### src/rtl/mul_unit_pkg.sv
// Shared constants and helpers for the multiply functional unit.
package mul_unit_pkg;

  // Functional-unit codes attached to issued ops.
  typedef enum logic [1:0] {
    FU_ALUMISC = 2'b00,
    FU_MEM     = 2'b01,
    FU_MUL     = 2'b10,
    FU_NONE    = 2'b11
  } fu_e;

  // RV32M multiply variants (funct3). Codes 1xx are divide ops, never valid here.
  localparam logic [2:0] F3_MUL    = 3'b000;
  localparam logic [2:0] F3_MULH   = 3'b001;
  localparam logic [2:0] F3_MULHSU = 3'b010;
  localparam logic [2:0] F3_MULHU  = 3'b011;

  // Decode constants used by the issue stage to route ops here.
  localparam logic [6:0] OPC_OP        = 7'b0110011;
  localparam logic [6:0] FUNCT7_MULDIV = 7'b0000001;

  // rs1 is treated as signed for MULH and MULHSU.
  function automatic logic rega_signed(input logic [2:0] funct3);
    return (funct3 == F3_MULH) || (funct3 == F3_MULHSU);
  endfunction

  // rs2 is treated as signed for MULH only.
  function automatic logic regb_signed(input logic [2:0] funct3);
    return (funct3 == F3_MULH);
  endfunction

endpackage

### src/rtl/mul_unit_if.sv
// Issue / writeback / status signals between the multiply unit and its neighbours.
interface mul_unit_if #(
  parameter int XLEN    = 32,
  parameter int LATENCY = 3
);
  localparam int INFL_W = $clog2(LATENCY + 1);

  // Issue side
  logic              iss_mul_oper;
  logic [XLEN-1:0]   iss_ex_rega;
  logic [XLEN-1:0]   iss_ex_regb;
  logic [2:0]        iss_mul_funct3;
  logic [4:0]        iss_ex_regdest;
  logic              iss_ex_writereg;

  // Writeback side
  logic              wb_mul_grant;
  logic              mul_wb_valid;
  logic [XLEN-1:0]   mul_wb_data;
  logic [4:0]        mul_wb_regdest;
  logic              mul_wb_writereg;

  // Status back to issue
  logic              mul_iss_busy;
  logic [INFL_W-1:0] mul_inflight;
  logic              mul_err_drop;

  // Issue/writeback environment driving the unit.
  modport master (
    output iss_mul_oper, iss_ex_rega, iss_ex_regb, iss_mul_funct3,
           iss_ex_regdest, iss_ex_writereg, wb_mul_grant,
    input  mul_wb_valid, mul_wb_data, mul_wb_regdest, mul_wb_writereg,
           mul_iss_busy, mul_inflight, mul_err_drop
  );

  // The multiply unit itself.
  modport slave (
    input  iss_mul_oper, iss_ex_rega, iss_ex_regb, iss_mul_funct3,
           iss_ex_regdest, iss_ex_writereg, wb_mul_grant,
    output mul_wb_valid, mul_wb_data, mul_wb_regdest, mul_wb_writereg,
           mul_iss_busy, mul_inflight, mul_err_drop
  );

endinterface

### src/rtl/mul_unit_stage_reg.sv
// One pipeline stage: valid bit plus opaque payload, held when en is low.
module mul_stage_reg #(
  parameter int W = 1
) (
  input  logic         clock,
  input  logic         reset,
  input  logic         en,
  input  logic         d_valid,
  input  logic [W-1:0] d_payload,
  output logic         q_valid,
  output logic [W-1:0] q_payload
);

  // Capture on advance; bubbles are held like real ops.
  // NOTE: sequential state uses <= so every stage samples the pre-edge values of its neighbour.
  always_ff @(posedge clock or posedge reset) begin
    if (reset) begin
      q_valid   <= 1'b0;
      // NOTE: payload is reset too because the last stage drives the result bus, which must read zero out of reset.
      q_payload <= '0;
    end else if (en) begin
      q_valid   <= d_valid;
      q_payload <= d_payload;
    end
  end

endmodule

### src/rtl/mul_unit.sv
// Pipelined RV32M multiply unit with valid/grant writeback and whole-pipe freeze.
import mul_unit_pkg::*;

module mul_unit #(
  parameter int LATENCY = 3,
  parameter int XLEN    = 32
) (
  input  logic     clock,
  input  logic     reset,
  mul_unit_if.slave bus
);

  localparam int INFL_W = $clog2(LATENCY + 1);

  // Stage 1 payload: extended operands and op metadata.
  typedef struct packed {
    logic [XLEN:0] a;
    logic [XLEN:0] b;
    logic [2:0]    funct3;
    logic [4:0]    regdest;
    logic          writereg;
  } op_t;

  // Stage 2..LATENCY payload: selected result.
  typedef struct packed {
    logic [XLEN-1:0] data;
    logic [4:0]      regdest;
    logic            writereg;
  } res_t;

  logic              advance;
  logic              accept;
  logic              retire;
  op_t               op_d;
  op_t               s1_q;
  logic              s1_v;
  res_t              sel_d;
  logic [LATENCY:2]  rv;
  res_t [LATENCY:2]  rq;
  logic [2*XLEN-1:0] a_x;
  logic [2*XLEN-1:0] b_x;
  logic [2*XLEN-1:0] prod;
  logic [INFL_W-1:0] inflight;
  logic              err_drop;

  // The pipe moves only when the output register is empty or being taken.
  assign advance = !(rv[LATENCY] && !bus.wb_mul_grant);
  assign accept  = bus.iss_mul_oper && advance;
  assign retire  = rv[LATENCY] && bus.wb_mul_grant;

  // Extend operands to 33 bits according to the variant's signedness.
  always_comb begin
    op_d          = '0;
    op_d.a        = rega_signed(bus.iss_mul_funct3) ? {bus.iss_ex_rega[XLEN-1], bus.iss_ex_rega}
                                                    : {1'b0, bus.iss_ex_rega};
    op_d.b        = regb_signed(bus.iss_mul_funct3) ? {bus.iss_ex_regb[XLEN-1], bus.iss_ex_regb}
                                                    : {1'b0, bus.iss_ex_regb};
    op_d.funct3   = bus.iss_mul_funct3;
    op_d.regdest  = bus.iss_ex_regdest;
    op_d.writereg = bus.iss_ex_writereg;
  end

  // Multiply and select between stage 1 and stage 2. Only the low 64 bits of
  // the 66-bit signed product are ever selected, so operands are sign-extended
  // to 64 bits and the product is truncated there.
  always_comb begin
    // NOTE: every output gets a default first so no path through the case can infer a latch.
    sel_d         = '0;
    a_x           = {{(XLEN-1){s1_q.a[XLEN]}}, s1_q.a};
    b_x           = {{(XLEN-1){s1_q.b[XLEN]}}, s1_q.b};
    prod          = a_x * b_x;
    sel_d.regdest = s1_q.regdest;
    case (s1_q.funct3)
      F3_MUL: begin
        sel_d.data     = prod[XLEN-1:0];
        sel_d.writereg = s1_q.writereg;
      end
      F3_MULH, F3_MULHSU, F3_MULHU: begin
        sel_d.data     = prod[2*XLEN-1:XLEN];
        sel_d.writereg = s1_q.writereg;
      end
      default: begin
        sel_d.data     = '0;
        sel_d.writereg = 1'b0;
      end
    endcase
  end

  // Stage chain: stage 1 holds operands, later stages carry the result.
  for (genvar k = 1; k <= LATENCY; k++) begin : g_stage
    if (k == 1) begin : g_op
      mul_stage_reg #(.W($bits(op_t))) u_reg (
        .clock     (clock),
        .reset     (reset),
        .en        (advance),
        .d_valid   (bus.iss_mul_oper),
        .d_payload (op_d),
        .q_valid   (s1_v),
        .q_payload (s1_q)
      );
    end else if (k == 2) begin : g_sel
      mul_stage_reg #(.W($bits(res_t))) u_reg (
        .clock     (clock),
        .reset     (reset),
        .en        (advance),
        .d_valid   (s1_v),
        .d_payload (sel_d),
        .q_valid   (rv[k]),
        .q_payload (rq[k])
      );
    end else begin : g_res
      mul_stage_reg #(.W($bits(res_t))) u_reg (
        .clock     (clock),
        .reset     (reset),
        .en        (advance),
        .d_valid   (rv[k-1]),
        .d_payload (rq[k-1]),
        .q_valid   (rv[k]),
        .q_payload (rq[k])
      );
    end
  end

  // Track ops between accept and retire; simultaneous accept/retire cancels.
  always_ff @(posedge clock or posedge reset) begin
    if (reset) begin
      inflight <= '0;
    end else begin
      case ({accept, retire})
        2'b10:   inflight <= inflight + INFL_W'(1);
        2'b01:   inflight <= inflight - INFL_W'(1);
        default: inflight <= inflight;
      endcase
    end
  end

  // Sticky flag for ops offered while the pipe was frozen.
  always_ff @(posedge clock or posedge reset) begin
    if (reset) begin
      err_drop <= 1'b0;
    end else if (bus.iss_mul_oper && !advance) begin
      err_drop <= 1'b1;
    end
  end

  assign bus.mul_wb_valid    = rv[LATENCY];
  assign bus.mul_wb_data     = rq[LATENCY].data;
  assign bus.mul_wb_regdest  = rq[LATENCY].regdest;
  assign bus.mul_wb_writereg = rq[LATENCY].writereg;
  assign bus.mul_iss_busy    = !advance;
  assign bus.mul_inflight    = inflight;
  assign bus.mul_err_drop    = err_drop;

endmodule

### src/flat_wrapper.sv
// flat-port wrapper written by rule: the top's interface ports become plain ports
module mul_unit_flat 
#(
  parameter int LATENCY = 3,
  parameter int XLEN    = 32
)
  (clock, reset, bus_iss_mul_oper, bus_iss_ex_rega, bus_iss_ex_regb, bus_iss_mul_funct3, bus_iss_ex_regdest, bus_iss_ex_writereg, bus_wb_mul_grant, bus_mul_wb_valid, bus_mul_wb_data, bus_mul_wb_regdest, bus_mul_wb_writereg, bus_mul_iss_busy, bus_mul_inflight, bus_mul_err_drop);
  mul_unit_if #(.XLEN(XLEN), .LATENCY(LATENCY)) bus_i ();
  input  logic clock;
  input  logic reset;
  input wire logic [$bits(bus_i.iss_mul_oper)-1:0] bus_iss_mul_oper;
  input wire logic [$bits(bus_i.iss_ex_rega)-1:0] bus_iss_ex_rega;
  input wire logic [$bits(bus_i.iss_ex_regb)-1:0] bus_iss_ex_regb;
  input wire logic [$bits(bus_i.iss_mul_funct3)-1:0] bus_iss_mul_funct3;
  input wire logic [$bits(bus_i.iss_ex_regdest)-1:0] bus_iss_ex_regdest;
  input wire logic [$bits(bus_i.iss_ex_writereg)-1:0] bus_iss_ex_writereg;
  input wire logic [$bits(bus_i.wb_mul_grant)-1:0] bus_wb_mul_grant;
  output wire logic [$bits(bus_i.mul_wb_valid)-1:0] bus_mul_wb_valid;
  output wire logic [$bits(bus_i.mul_wb_data)-1:0] bus_mul_wb_data;
  output wire logic [$bits(bus_i.mul_wb_regdest)-1:0] bus_mul_wb_regdest;
  output wire logic [$bits(bus_i.mul_wb_writereg)-1:0] bus_mul_wb_writereg;
  output wire logic [$bits(bus_i.mul_iss_busy)-1:0] bus_mul_iss_busy;
  output wire logic [$bits(bus_i.mul_inflight)-1:0] bus_mul_inflight;
  output wire logic [$bits(bus_i.mul_err_drop)-1:0] bus_mul_err_drop;
  assign bus_i.iss_mul_oper = bus_iss_mul_oper;
  assign bus_i.iss_ex_rega = bus_iss_ex_rega;
  assign bus_i.iss_ex_regb = bus_iss_ex_regb;
  assign bus_i.iss_mul_funct3 = bus_iss_mul_funct3;
  assign bus_i.iss_ex_regdest = bus_iss_ex_regdest;
  assign bus_i.iss_ex_writereg = bus_iss_ex_writereg;
  assign bus_i.wb_mul_grant = bus_wb_mul_grant;
  assign bus_mul_wb_valid = bus_i.mul_wb_valid;
  assign bus_mul_wb_data = bus_i.mul_wb_data;
  assign bus_mul_wb_regdest = bus_i.mul_wb_regdest;
  assign bus_mul_wb_writereg = bus_i.mul_wb_writereg;
  assign bus_mul_iss_busy = bus_i.mul_iss_busy;
  assign bus_mul_inflight = bus_i.mul_inflight;
  assign bus_mul_err_drop = bus_i.mul_err_drop;
  mul_unit #(.LATENCY(LATENCY), .XLEN(XLEN)) u_core (.clock(clock), .reset(reset), .bus(bus_i));
endmodule
### config.mk
export PLATFORM = sky130hd
export DESIGN_NAME = mul_unit_flat
export DESIGN_NICKNAME = d
export VERILOG_FILES = /design/src/rtl/mul_unit_pkg.sv /design/src/rtl/mul_unit_if.sv /design/src/rtl/mul_unit_stage_reg.sv /design/src/rtl/mul_unit.sv /design/src/flat_wrapper.sv
export SDC_FILE = /design/constraint.sdc
export NUM_CORES = 2
export LEC_CHECK = 0
export ABC_AREA = 1
export BUFFER_PORTS_ARGS = -buffer_cell sky130_fd_sc_hd__buf_2
export CORE_UTILIZATION = 25
export CTS_CLUSTER_SIZE = 24
export DETAILED_ROUTE_END_ITERATION = 10
export PLACE_DENSITY_LB_ADDON = 0.25
export REMOVE_ABC_BUFFERS = 1
export SYNTH_ARGS = -nofsm -noshare
export SYNTH_HDL_FRONTEND = slang
export SYNTH_SLANG_ARGS = --single-unit
export TNS_END_PERCENT = 30
### constraint.sdc
create_clock -name clock -period 9.7 [get_ports clock]
set_clock_uncertainty 0.1 [all_clocks]
set_input_delay 0.485 -clock clock [delete_from_list [all_inputs] [get_ports clock]]
set_output_delay 0.485 -clock clock [all_outputs]
set_load 0.02 [all_outputs]
Word-level counts from Yosys, hierarchy flattened --
Cells that the tools add are included.
Word-level totals: register bits after elaboration 157, output and inout port bits 43, word-level logic and storage cells 34
Cells by class: eq/ne operators 7, multiplexer cells 5, reduce and logical (&&, ||, !) cells 11, $mul 1, add/sub/neg operators 2
Operator list (number):
- 33-bit two-way mux | 2
- 33-bit by 33-bit multiplier with 64-bit output | 1
- 32-bit one-hot mux with 2 select lines | 1
- 3-bit by 2-bit == test with 1-bit output, second input constant | 3
- 3-bit by 1-bit == test with 1-bit output, second input constant | 2
- 1-bit logical AND | 4
- 2-bit one-hot mux with 2 select lines | 1
- 4-bit OR reduction | 1
- 3-bit zero test | 1
- 3-bit OR reduction | 1
- 2-bit by 1-bit adder with 2-bit output, second input constant | 1
- 2-bit by 1-bit == test with 1-bit output, second input constant | 1
- 2-bit == test, second input constant | 1
- 1-bit zero test | 2
- 2-bit nonzero test | 1
- 2-bit by 1-bit subtractor with 2-bit output, second input constant | 1
- 1-bit logical OR | 1
- 1-bit two-way mux | 1

Depth between registers and ports, before layout --
depth in word-level cells 6, depth in mapped cells 37, gate-level depth less buffers 35

By module --
Synthesis repeated with hierarchy kept, for this count alone.
Unflattened totals: cell total of the unflattened synthesis 6065, area total of the unflattened synthesis 47170.2 um^2
By module, submodules not included:
- mul_unit | sequential area each 75.1 um^2, cells each 5410, times used 1, area each 41337.1 um^2
- mul_stage_reg at u_core.g_stage[2].g_sel.u_reg ... | sequential area each 975.9 um^2, cells each 166, times used 2, area each 1470.2 um^2
- mul_stage_reg at u_core.g_stage[1].g_op.u_reg | sequential area each 1901.8 um^2, cells each 323, times used 1, area each 2892.8 um^2

Worst setup path after synthesis --
No wires, ideal clock.
path kind register -> register, start reg u_core.g_stage[1].g_op.u_reg.q_payload[74], end reg u_core.g_stage[2].g_sel.u_reg.q_payload[32], cell stages (with the launch flop) 31, data required time 9.484 ns, clock period less this slack 7.347 ns, setup time 0.116 ns, data arrival time 7.131 ns, slack 2.353 ns, cells stage by stage dfrtp_1 > clkbuf_1 > clkbuf_1 > nand2_1 > inv_1 > fa_1 > inv_1 > fa_1 > inv_1 > fa_1 > inv_1 > fa_1 > fa_1 > inv_1 > fa_1 > inv_1 > fa_1 > fa_1 > inv_1 > ha_1 > nand2_1 > nor2_1 > nor2_1 > a21boi_0 > nand2_1 > a21oi_1 > nand3b_1 > nand3_1 > nand2_1 > nand2_1 > nand2_1
On the way: longest elaborated chain between the ends 2
RTL lines:
- from (decl) | RTL line mul_unit_stage_reg.sv:11 | output logic [W-1:0] q_payload
- from (signal assigned) | RTL line mul_unit_stage_reg.sv:23 | q_payload <= d_payload;
- 33-bit by 33-bit multiplier with 64-bit output | RTL line mul_unit.sv:71 | prod = a_x * b_x;
- 32-bit one-hot mux with 2 select lines | RTL line mul_unit.sv:73 | case (s1_q.funct3)
- to (signal assigned) | RTL line mul_unit_stage_reg.sv:23
- to (decl) | RTL line mul_unit_stage_reg.sv:11
Every way passes these cells. A chain may end at the register's enable or synchronous reset.

Worst setup path in the final report --
start reg u_core.g_stage[1].g_op.u_reg.q_payload[21], end reg u_core.g_stage[2].g_sel.u_reg.q_payload[35]
Same word-level chain as after synthesis.

==> results_dict.tcl <==
set metrics [dict create \
    grt_pass1_vias 39951 \
    dpl.hpwl_um 135000 \
    slew_headroom_pct 19.6 \
    cts_tree "yes" \
    drc_errors 0 \
    drive_gt1_share_pct 5.39 \
    grt_antenna_before_repair 1 \
    clock-sinks 157 \
    area_delta_synth_final_pct 9.10 \
    cp_max_fo 17 \
    insertion_delay_ps 540 \
    worstSetupPathDepth 25 \
    synth_area_um2 47200 \
    worst_pin_slew_ps 1210 \
    required_ps 10020 \
    nNetsFinal 7524 \
    fin_area_um2 51500 \
    critical_path.top_delay_family "adder cells" \
    ys_warn_count 0 \
    cts_buffers 17 \
    status "complete, no violations" \
    critical-path-slowest-cell "dfrtp_1" \
    cp-start-kind "register" \
    post-route-util_pct 27.4 \
    rr_endpoint "u_core.g_stage[2].g_sel.u_reg.q_payload[35]$_DFFE_PP0N_" \
    clockBufferDepth 2 \
    wire_per_inst_um 18.2 \
    cts_resized 0 \
    rsz0062_at_grt "no" \
    placed_area_um2 50900 \
    gp_congestion 0.914 \
    drtAntennaViolNets 0 \
    netlist_instances 6134 \
    clk_pin_slew_ps 80 \
    die_height_um 437 \
    rrSetupSlack_ps 1010 \
    grtUsageTotal_pct 17.1 \
    period_minus_slack_ps 8690 \
    hp-class "input port to register" \
    ff_latch_area_um2 3930 \
    setup_viol 0 \
    portBuffers 119 \
    place_ws_ps 1010 \
    num_vias 36186 \
    critPathMaxStageDelay_ps 1050 \
    synth-seq-area-share_pct 8.32 \
    max_freq_mhz 115 \
    root_buffer "clkbuf_16" \
    crit_path_end "u_core.g_stage[2].g_sel.u_reg.q_payload[35]$_DFFE_PP0N_" \
    grt_pass1_wl_um 246000 \
    crit_type "register to register" \
    arrival_ps 9020 \
    ios 120 \
    fin_crit_sh_pct 89.6 \
    layout_setup_ws_ps 1010 \
    max_cap_viol_count 0 \
    reg2reg_depth 25 \
    drt-total-wl_um 157000 \
    drt_first_pass_iters 6 \
    via_per_inst 4.20 \
    grt_max_degree 83 \
    final_max_slew_viol_count 0 \
    grt-ovfl-total 0 \
    r2r-start "u_core.g_stage[1].g_op.u_reg.q_payload[21]$_DFFE_PP0N_" \
    htreeDepth 4 \
    start_util_pct 25.2 \
    ys_ff_latch 157 \
    nFillCells 20793 \
    chipWidth_um 437 \
    fin_tns_setup_ps 0 \
    row_count 159 \
    synth_cell_type_count 40 \
    syn_avg_cell_area_um2 7.70 \
    endpoint_kind "register" \
    cp.buffers_inverters 5 \
    multiInputGateArea_um2 35100 \
    drtIter0Drc 2271 \
    cpMostUsedCell "fa_1" \
    hold_viol_final 0 \
    die_area_um2 191000 \
    crit_start "u_core.g_stage[1].g_op.u_reg.q_payload[21]$_DFFE_PP0N_" \
    core-area_um2 188000 \
]
## cells in the final DEF (no fill, tap or decap), types with 4 or more instances in the layout
cell type / synthesis / final
clkbuf_16: 0 / 17
o21ai_1: 11 / 11
nand4_1: 14 / 14
nor2_2: 12 / 12
o21bai_1: 7 / 7
nor2_1: 156 / 154
buf_4: 0 / 128
nand2_1: 1944 / 1944
buf_2: 14 / 119
dfrtp_1: 157 / 155
a21o_1: 4 / 4
inv_8: 0 / 6
nand3_1: 92 / 92
nand3b_1: 11 / 11
ha_1: 213 / 213
nand2_2: 8 / 8
clkinv_8: 0 / 4
a21oi_1: 78 / 78
xnor2_1: 6 / 6
nor3_1: 5 / 5
fa_1: 1125 / 1125
nor4_1: 5 / 5
a21oi_2: 4 / 4
inv_1: 1870 / 1869
buf_12: 0 / 4
dlygate4sd3_1: 0 / 6
o21ai_0: 80 / 80
nand3_2: 6 / 6
## worst reg2reg max path: stages (launching register included)
cell and delay, ps:
dfrtp_1 1050, nand2_1 320, fa_1 600, fa_1 810
inv_1 190, fa_1 740, inv_1 250, fa_1 510
fa_1 540, inv_1 50, fa_1 470, inv_1 50
fa_1 460, fa_1 490, inv_1 40, ha_1 370
a21oi_1 230, o21ai_0 170, a21oi_1 230, nand2_1 100
a21oi_1 350, nand3_1 120, nand3_1 110, nand2_1 90
nand2_1 100, nand2_1 50
## stage by stage
step / hold WS (ps) / std cells
floorplan: 320 / 5833
global placement: 334 / 8579
detailed placement: 331 / 8579
CTS: 0.339 / 8617
global route: 26.6 / 8617
finish: 39.7 / 8618
## cells in the mapped netlist
cell | n | area [µm²]
o21ai_0 | 80 | 400
o21ai_2 | 1 | 8.76
buf_2 | 14 | 70.1
buf_1 | 3 | 11.3
o21bai_2 | 1 | 11.3
nand2_2 | 8 | 50.1
o31ai_1 | 2 | 15.0
nand3_4 | 1 | 17.5
xnor2_1 | 6 | 52.6
inv_1 | 1870 | 7020
o21a_1 | 1 | 7.51
nand3b_1 | 11 | 82.6
o21bai_1 | 7 | 52.6
fa_1 | 1125 | 22500
or2_2 | 3 | 18.8
xor2_1 | 2 | 17.5
nor3_2 | 1 | 10.0
o211ai_1 | 1 | 7.51
ha_1 | 213 | 2670
nand4_1 | 14 | 87.6
or2_1 | 2 | 12.5
nand2_1 | 1944 | 7300
and3_1 | 1 | 6.26
nor3_1 | 5 | 25.0
nor2_4 | 1 | 11.3
a21boi_0 | 2 | 15.0
nor2_2 | 12 | 75.1
nand3_1 | 92 | 460
dfrtp_1 | 157 | 3930
nor4_1 | 5 | 31.3
and2_1 | 1 | 6.26
a21o_1 | 4 | 30.0
inv_2 | 4 | 15.0
a21oi_2 | 4 | 35.0
nand3_2 | 6 | 60.1
o21ai_1 | 11 | 55.1
nor2_1 | 156 | 586
clkbuf_1 | 284 | 1070
o22ai_1 | 1 | 6.26
a21oi_1 | 78 | 390
## kinds of logic after synthesis
family / share of synthesized area (%)
and+or+nand+nor: 18.7
buffers and inverters: 17.3
adders and majority gates: 53.3
AOI/OAI and AO/OA: 2.19
DFF: 8.32
xor gates and xnor gates: 0.148
## final cells by class
class                           instances  area share, %
Multi-Input combinational cell       3802           68.2
Inverter                             1874           13.7
Sequential cell                       157           7.63
Tap cell                             2495           6.06
Timing Repair Buffer                  257           3.29
Clock buffer                           17          0.825
Clock inverter                         15          0.330
Antenna cell                            1        0.00486
## per-layer routing
metal / track usage [%] / share of wire (%) / vias to the layer above
li1: - / - / 16815
met1: 21.6 / 43 / 18584
met2: 31.6 / 52 / 687
met3: 1.50 / 3.4 / 100
met4: 3.31 / 1.6 / 0
met5: 0 / 0 / -
## worst min-delay path by stage
stage,start,to,slack (ps),depth (start not counted)
3_5_place_dp,u_core.g_stage[2].g_sel.u_reg.q_valid$_DFFE_PP0N_,u_core.g_stage[3].g_res.u_reg.q_valid$_DFFE_PP0N_,330,2
3_3_place_gp,u_core.bus.mul_err_drop$_DFFE_PP0P_,u_core.bus.mul_err_drop$_DFFE_PP0P_,330,1
6_report,bus_iss_ex_rega[23],u_core.g_stage[1].g_op.u_reg.q_payload[65]$_DFFE_PP0N_,40,3
2_1_floorplan,u_core.g_stage[2].g_sel.u_reg.q_valid$_DFFE_PP0N_,u_core.g_stage[3].g_res.u_reg.q_valid$_DFFE_PP0N_,320,2
5_1_grt,bus_iss_ex_rega[22],u_core.g_stage[1].g_op.u_reg.q_payload[64]$_DFFE_PP0N_,30,3
4_1_cts,bus_iss_ex_rega[23],u_core.g_stage[1].g_op.u_reg.q_payload[65]$_DFFE_PP0N_,0.3,3
## sequential cells by signal (all words and copies together) (netlist names)
register and flops:
u_core.g_stage.g_sel.u_reg.q_valid 1, u_core.g_stage.g_res.u_reg.q_valid 1, u_core.bus.mul_err_drop 1, u_core.g_stage.g_res.u_reg.q_payload 38, u_core.g_stage.g_op.u_reg.q_payload 75, u_core.g_stage.g_op.u_reg.q_valid 1
u_core.g_stage.g_sel.u_reg.q_payload 38, u_core.bus.mul_inflight 2
## repair_timing
item,in CTS,in global routing
endpoints found under the hold margin,84,0
setup buffers,0,0
hold buffers,6,0
Power is not shown: default switching activity piles up to over one toggle a cycle in this logic, so the estimate is an artifact.
